$ cat src/rtl/apb_pkg.sv
// rtl/apb_pkg.sv - shared types and constants for the APB command queue
//
// Purpose: FSM state encoding, address/data widths and the command record
//          carried through the command FIFO.
// Ports:   none (package).
package apb_pkg;

   localparam int ADDR_W = 8;
   localparam int DATA_W = 8;

   typedef enum logic [1:0] {
      IDLE   = 2'd0,
      ACCESS = 2'd1,
      RESP   = 2'd2
   } state_t;

   typedef struct packed {
      logic              write;
      logic [ADDR_W-1:0] addr;
      logic [DATA_W-1:0] wdata;
   } cmd_t;

endpackage

$ cat src/rtl/apb_cmd_fifo.sv
// rtl/apb_cmd_fifo.sv - DEPTH-entry command FIFO with first-word fall-through
//
// Purpose: stores {write, addr, wdata} commands; head entry is always visible
//          on pop_data while the FIFO is non-empty.
// Ports:   pclk, preset      clock, asynchronous active-low reset
//          push, push_data   write side; push ignored while full
//          pop, pop_data     read side; pop ignored while empty
//          full, empty       occupancy flags
module apb_cmd_fifo
   import apb_pkg::*;
#(
   parameter int DEPTH = 4
) (
   input  logic pclk,
   input  logic preset,
   input  logic push,
   input  cmd_t push_data,
   input  logic pop,
   output cmd_t pop_data,
   output logic full,
   output logic empty
);

   localparam int               PTR_W    = $clog2(DEPTH);
   localparam logic [PTR_W:0]   FULL_CNT = (PTR_W + 1)'(DEPTH);

   cmd_t             mem [DEPTH];
   logic [PTR_W-1:0] wr_ptr;
   logic [PTR_W-1:0] rd_ptr;
   logic [PTR_W:0]   count;
   logic             push_ok;
   logic             pop_ok;

   assign full     = (count == FULL_CNT);
   assign empty    = (count == '0);
   // A push while full is refused even if a pop happens on the same edge.
   assign push_ok  = push & ~full;
   assign pop_ok   = pop & ~empty;
   assign pop_data = mem[rd_ptr];

   always_ff @(posedge pclk) begin
      if (push_ok) begin
         mem[wr_ptr] <= push_data;
      end
   end

   // Pointers are exactly log2(DEPTH) bits, so they wrap modulo DEPTH.
   always_ff @(posedge pclk or negedge preset) begin
      if (!preset) begin
         wr_ptr <= '0;
         rd_ptr <= '0;
         count  <= '0;
      end else begin
         if (push_ok) begin
            wr_ptr <= wr_ptr + 1'b1;
         end
         if (pop_ok) begin
            rd_ptr <= rd_ptr + 1'b1;
         end
         case ({push_ok, pop_ok})
            2'b10:   count <= count + 1'b1;
            2'b01:   count <= count - 1'b1;
            default: count <= count;
         endcase
      end
   end

endmodule

$ cat src/rtl/apb_cmd_queue.sv
// rtl/apb_cmd_queue.sv - queued command front end for a simple APB master
//
// Purpose: buffers commands in apb_cmd_fifo and issues them one at a time to
//          the APB master, returning one response per command in order.
// Build option: define APB_CMD_TIMEOUT_EN to abort an ACCESS that sees no
//          pready within TIMEOUT_CYC cycles (response flagged with rsp_err).
// Ports:   pclk, preset                        clock, async active-low reset
//          cmd_valid/cmd_ready, cmd_write,
//          cmd_addr, cmd_wdata                 command input handshake
//          trans, re_wr, wr_paddr, wr_data,
//          re_paddr                            request to the APB master
//          pready, pdata                       completion and read data
//          rsp_valid/rsp_ready, rsp_rdata,
//          rsp_write, rsp_err                  response output handshake
module apb_cmd_queue
   import apb_pkg::*;
#(
   parameter int DEPTH       = 4,
   parameter int TIMEOUT_CYC = 15
) (
   input  logic              pclk,
   input  logic              preset,
   input  logic              cmd_valid,
   output logic              cmd_ready,
   input  logic              cmd_write,
   input  logic [ADDR_W-1:0] cmd_addr,
   input  logic [DATA_W-1:0] cmd_wdata,
   output logic              trans,
   output logic              re_wr,
   output logic [ADDR_W-1:0] wr_paddr,
   output logic [DATA_W-1:0] wr_data,
   output logic [ADDR_W-1:0] re_paddr,
   input  logic              pready,
   input  logic [DATA_W-1:0] pdata,
   output logic              rsp_valid,
   input  logic              rsp_ready,
   output logic [DATA_W-1:0] rsp_rdata,
   output logic              rsp_write,
   output logic              rsp_err
);

   state_t state;
   cmd_t   hold;
   cmd_t   fifo_head;
   cmd_t   cmd_in;
   logic   fifo_full;
   logic   fifo_empty;
   logic   fifo_pop;
   logic   avail_q;

   assign cmd_in    = '{write: cmd_write, addr: cmd_addr, wdata: cmd_wdata};
   assign cmd_ready = ~fifo_full;

   // The FSM acts on a registered copy of the FIFO non-empty flag, which keeps
   // FIFO status off the FSM's combinational path and accounts for the second
   // cycle of push-to-trans latency. It cannot go stale: every pop is
   // followed by at least one ACCESS and one RESP cycle before IDLE.
   assign fifo_pop = (state == IDLE) & avail_q & ~fifo_empty;

   apb_cmd_fifo #(
      .DEPTH(DEPTH)
   ) u_fifo (
      .pclk      (pclk),
      .preset    (preset),
      .push      (cmd_valid),
      .push_data (cmd_in),
      .pop       (fifo_pop),
      .pop_data  (fifo_head),
      .full      (fifo_full),
      .empty     (fifo_empty)
   );

   // Master-side fields come straight from the holding register, gated by the
   // registered trans, so they are stable through ACCESS and zero elsewhere.
   assign re_wr    = trans & hold.write;
   assign wr_paddr = (trans &&  hold.write) ? hold.addr  : '0;
   assign wr_data  = (trans &&  hold.write) ? hold.wdata : '0;
   assign re_paddr = (trans && !hold.write) ? hold.addr  : '0;

`ifdef APB_CMD_TIMEOUT_EN
   localparam int TMO_W = $clog2(TIMEOUT_CYC + 1);

   logic [TMO_W-1:0] tmo_cnt;
   logic             tmo_hit;
   logic             rsp_err_q;

   // Counter holds the number of completed ACCESS cycles; the edge that ends
   // cycle TIMEOUT_CYC is the one where it reads TIMEOUT_CYC-1.
   assign tmo_hit = (tmo_cnt == TMO_W'(TIMEOUT_CYC - 1));
   assign rsp_err = rsp_err_q;
`else
   localparam int unused_timeout_cyc = TIMEOUT_CYC;

   assign rsp_err = 1'b0;
`endif

   always_ff @(posedge pclk or negedge preset) begin
      if (!preset) begin
         state     <= IDLE;
         hold      <= '0;
         avail_q   <= 1'b0;
         trans     <= 1'b0;
         rsp_valid <= 1'b0;
         rsp_rdata <= '0;
         rsp_write <= 1'b0;
`ifdef APB_CMD_TIMEOUT_EN
         tmo_cnt   <= '0;
         rsp_err_q <= 1'b0;
`endif
      end else begin
         avail_q <= ~fifo_empty;
         case (state)
            IDLE: begin
               if (fifo_pop) begin
                  hold  <= fifo_head;
                  trans <= 1'b1;
                  state <= ACCESS;
`ifdef APB_CMD_TIMEOUT_EN
                  tmo_cnt <= '0;
`endif
               end
            end
            ACCESS: begin
               // pready wins over a timeout landing on the same edge.
               if (pready) begin
                  trans     <= 1'b0;
                  rsp_valid <= 1'b1;
                  rsp_write <= hold.write;
                  rsp_rdata <= hold.write ? '0 : pdata;
                  state     <= RESP;
`ifdef APB_CMD_TIMEOUT_EN
                  rsp_err_q <= 1'b0;
               end else if (tmo_hit) begin
                  trans     <= 1'b0;
                  rsp_valid <= 1'b1;
                  rsp_write <= hold.write;
                  rsp_rdata <= '0;
                  rsp_err_q <= 1'b1;
                  state     <= RESP;
               end else begin
                  tmo_cnt <= tmo_cnt + 1'b1;
`endif
               end
            end
            RESP: begin
               if (rsp_ready) begin
                  rsp_valid <= 1'b0;
                  state     <= IDLE;
               end
            end
            default: begin
               trans     <= 1'b0;
               rsp_valid <= 1'b0;
               state     <= IDLE;
            end
         endcase
      end
   end

endmodule

$ cat config.mk
export PLATFORM = sky130hd
export DESIGN_NAME = apb_cmd_queue
export DESIGN_NICKNAME = d
export VERILOG_FILES = /design/src/rtl/apb_pkg.sv /design/src/rtl/apb_cmd_fifo.sv /design/src/rtl/apb_cmd_queue.sv
export SDC_FILE = /design/constraint.sdc
export NUM_CORES = 1
export LEC_CHECK = 0
export CAP_MARGIN = 20
export CORE_AREA = 2 2 89 108
export DETAILED_ROUTE_END_ITERATION = 12
export DIE_AREA = 0 0 91 110
export GPL_ROUTABILITY_DRIVEN = 0
export PLACE_DENSITY = 0.8
export SETUP_SLACK_MARGIN = 0.05
export SLEW_MARGIN = 20
export SYNTH_ARGS = -nofsm -noshare
export SYNTH_HDL_FRONTEND = slang
export SYNTH_HIERARCHICAL = 1
export SYNTH_SLANG_ARGS = --single-unit
$ cat constraint.sdc
create_clock -name pclk -period 2.75 [get_ports pclk]
set_input_delay 0.55 -clock pclk [delete_from_list [all_inputs] [get_ports pclk]]
set_output_delay 0.55 -clock pclk [all_outputs]
set_load 0.005 [all_outputs]
==> impl_results.rst <==
.. list-table::
   :header-rows: 1

   * - Metric
     - Value
   * - I/O pin total
     - 68
   * - Leakage power
     - 2.044 nW
   * - Slew Viols, Final
     - 0
   * - Pin count of the biggest net entering global routing
     - 39
   * - Number of hold violations in the final report
     - 0
   * - N_diodes
     - 0
   * - Relative slew slack
     - 0.4223
   * - Multi-input gate area
     - 1274 um2
   * - Top-area cell type share of the netlist area
     - 0.4658
   * - CTS tree
     - yes
   * - First-iteration detailed-routing DRC count
     - 116
   * - Tightest Pin Transition
     - 0.8666 ns
   * - DIE AREA
     - 10010 um2
   * - Worst path arrival time
     - 1.84 ns
   * - Max Fclk
     - 418.2 MHz
   * - CP max stage delay
     - 0.50 ns
   * - CTS HTree Levels
     - 3
   * - Run status
     - completed
   * - Number of buffers added for setup after CTS
     - 0
   * - Buffer levels on the longest clock path
     - 2
   * - Minimum period implied by the final worst setup slack
     - 2.391 ns
   * - Number of clock buffers inserted by TritonCTS
     - 9
   * - Worst setup SP type
     - flip-flop
   * - Average size of a mapped cell
     - 18.42 um2
   * - Layout area overhead
     - 22.20%
   * - Final setup violation count
     - 0
   * - Antenna violations before repair
     - 0
   * - Most frequent standard cell in the layout excluding fill and tap cells
     - edfxtp_1
   * - Post-cts resize count
     - 0
   * - Total nets after synthesis
     - 274
   * - Worst-path cell with the longest stage delay
     - clkdlybuf4s50_1
   * - Top library cells by usage in the layout, fill and taps aside
     - edfxtp_1 (68), clkdlybuf4s50_1 (65), dfrtp_1 (38)
   * - Number of iterations in the first detailed-routing pass
     - 4
   * - GRT Util Overall
     - 0.1663
   * - Number of storage elements in the synthesis netlist
     - 106
   * - Horizontal die dimension
     - 91 um
   * - Latest clock arrival within the worst-skew pair
     - 0.36 ns
   * - Type of the setup path with the least slack
     - flip-flop to output pin
   * - DIE HEIGHT
     - 110 um
   * - Wire length reported by the detailed router
     - 7.564 mm
   * - Unrepaired setup endpoints after global routing
     - no
   * - Main area contributors after synthesis
     - edfxtp_1 (47%), dfrtp_1 (22%), mux4_1 (5.4%)
   * - Number of enable-type register cells in the synthesized netlist
     - 68
   * - Highest ir drop seen on vdd
     - 0.4116 mV
   * - Share of flip-flops with an asynchronous set or reset
     - 0.3585
   * - Synth Instances
     - 238
   * - Portion of the post-synthesis area used by sequential elements
     - 0.6826
   * - Net count reported at finish
     - 348
   * - Count of unresolved DRC violations after routing
     - 0
   * - Final Cycle Share
     - 0.8696
   * - Via total after detailed routing
     - 2269
   * - Most used flip-flop cell after synthesis
     - edfxtp_1
   * - Via count normalized by instance count
     - 5.192
   * - Pwr dens
     - 1080 nW/um2
   * - CP endpoint kind
     - output pin
   * - Gr ovfl total
     - 0
   * - Worst setup skew after layout
     - 0.01133 ns
   * - Leading area contributor after synthesis
     - edfxtp_1
   * - Via count of the first global-routing pass
     - 2358
   * - Clock edge transition at the registers on the reported setup and hold paths
     - 0.10 ns
   * - Average routed wire per standard cell
     - 17.31 um
   * - Global-route wire length before repair
     - 12.50 mm
   * - Setup TNS after final layout
     - 0 ns
   * - Core region area
     - 8939 um2
   * - Synth cell types
     - 35
   * - Final Util
     - 0.5994
   * - Summed instance area of the synthesized netlist
     - 4384 um2
   * - WP data required
     - 2.20 ns
   * - Initial Util
     - 0.4905
   * - Worst-path fanout max
     - 8
   * - Ratio of cells with drive above 1 in the final layout
     - 0.2050
   * - Std cell rows
     - 38
   * - Port Buffers
     - 66
   * - Warning count from the yosys run
     - 6
   * - Buffer type at the clock tree root
     - clkbuf_8
   * - Hold-fix buffers at CTS
     - 0
   * - TritonCTS sink count
     - 106
   * - Worst min path class
     - input pin to asynchronous set/reset pin
   * - HPWL Detailed
     - 5.108 mm
   * - Critical path, cell by cell
     - nor2b_1 -> and2_1 -> clkdlybuf4s50_1
   * - Routed Antenna Nets
     - 0
   * - Number of violations of the max-capacitance limit
     - 0
   * - Number of inserted filler cells in the final layout
     - 680
   * - Sequential cell area
     - 2993 um2
==> stage by stage <==
stage | setup WS (ns) | area (um2) | std cells | total power (W) | hold slack [ns]
global route | 0.2144 | 5358 | 437 | 0.006151 | 0.3620
global placement | 0.4915 | 5162 | 421 | 0.004836 | 0.4829
finish | 0.3586 | 5358 | 437 | 0.005784 | 0.2935
CTS | 0.2671 | 5358 | 437 | 0.005866 | 0.3205
detailed placement | 0.4236 | 5162 | 421 | 0.004947 | 0.4900
floorplan | 0.4619 | 4384 | 238 | 0.004037 | 0.2544
==> power by group <==
group | internal, W | leakage (nW) | switching [W]
logic | 0.00142 | 0.882 | 0.000928
registers | 0.00222 | 1.07 | 0.000290
clock network | 0.000428 | 0.0877 | 0.000500
total | 0.00407 | 2.04 | 0.00172
==> layout make-up <==
cell class | instances | share of cell area
clock buffers | 11 | 0.02452
clock inverters | 5 | 0.01191
inverters | 8 | 0.005605
multi-input cells | 113 | 0.2377
flip-flops and latches | 106 | 0.5586
well taps | 120 | 0.02802
repair buffers | 74 | 0.1336
==> layer usage <==
| layer | global-route usage | part of all wire |
|---|---|---|
| met2 | 0.2852 | 0.52 |
| met1 | 0.2033 | 0.41 |
| met4 | 0.06494 | 0.016 |
| met3 | 0.04555 | 0.051 |
| met5 | 0 | 0 |
==> Yosys cell counts, types with 3 or more instances <==
library cell  number
dfrtp_1           38
and2_1            13
clkbuf_1           3
nor2b_1            9
mux2_4             8
xnor2_1            3
and3_1            16
edfxtp_1          68
mux2_2            19
buf_2              3
mux4_2             8
inv_1              8
mux4_1             9
xor2_1             3
ha_1               5
==> worst paths after layout <==
path,start,end,slack [ns],cells after the start
min in group pclk,hold[3]$_DFFE_PN0P_,hold[3]$_DFFE_PN0P_,0.51,1
max reg2reg,u_fifo/count[0]$_DFFE_PN0P_,u_fifo/count[2]$_DFFE_PN0P_,0.51,9
min,preset,hold[12]$_DFFE_PN0P_,0.29,1
max in group asynchronous,preset,hold[0]$_DFFE_PN0P_,1.90,1
min reg2reg,hold[3]$_DFFE_PN0P_,hold[3]$_DFFE_PN0P_,0.51,1
max,hold[16]$_DFFE_PN0P_,re_paddr[5],0.36,3
==> worst max-delay path: cells and delay by family, from the launching register on <==
family	cells	cell delay [ns]
simple gates	2	0.60
buf+inv	1	0.50
flops	1	0.39
==> cells by family (layout without fill, tap and decap cells) <==
kind of cell	count (synthesis)	count (layout)	synth area share
simple gates	48	48	0.07192
compound gates	7	7	0.01142
xor+xnor	6	6	0.01199
flops	106	106	0.6826
mux	45	45	0.1735
buf+inv	19	98	0.02882
other cells	1	1	0.0008553
fa+ha+maj	6	6	0.01884
==> registers in the layout, indices dropped and copies added, names as in the netlist <==
register and cells:
avail_q 1, rsp_valid 1, hold 17, u_fifo/mem 68, rsp_rdata 8, rsp_write 1, u_fifo/rd_ptr 2, trans 1
state 2, u_fifo/wr_ptr 2, u_fifo/count 3
(Power assumes the default switching activity.)
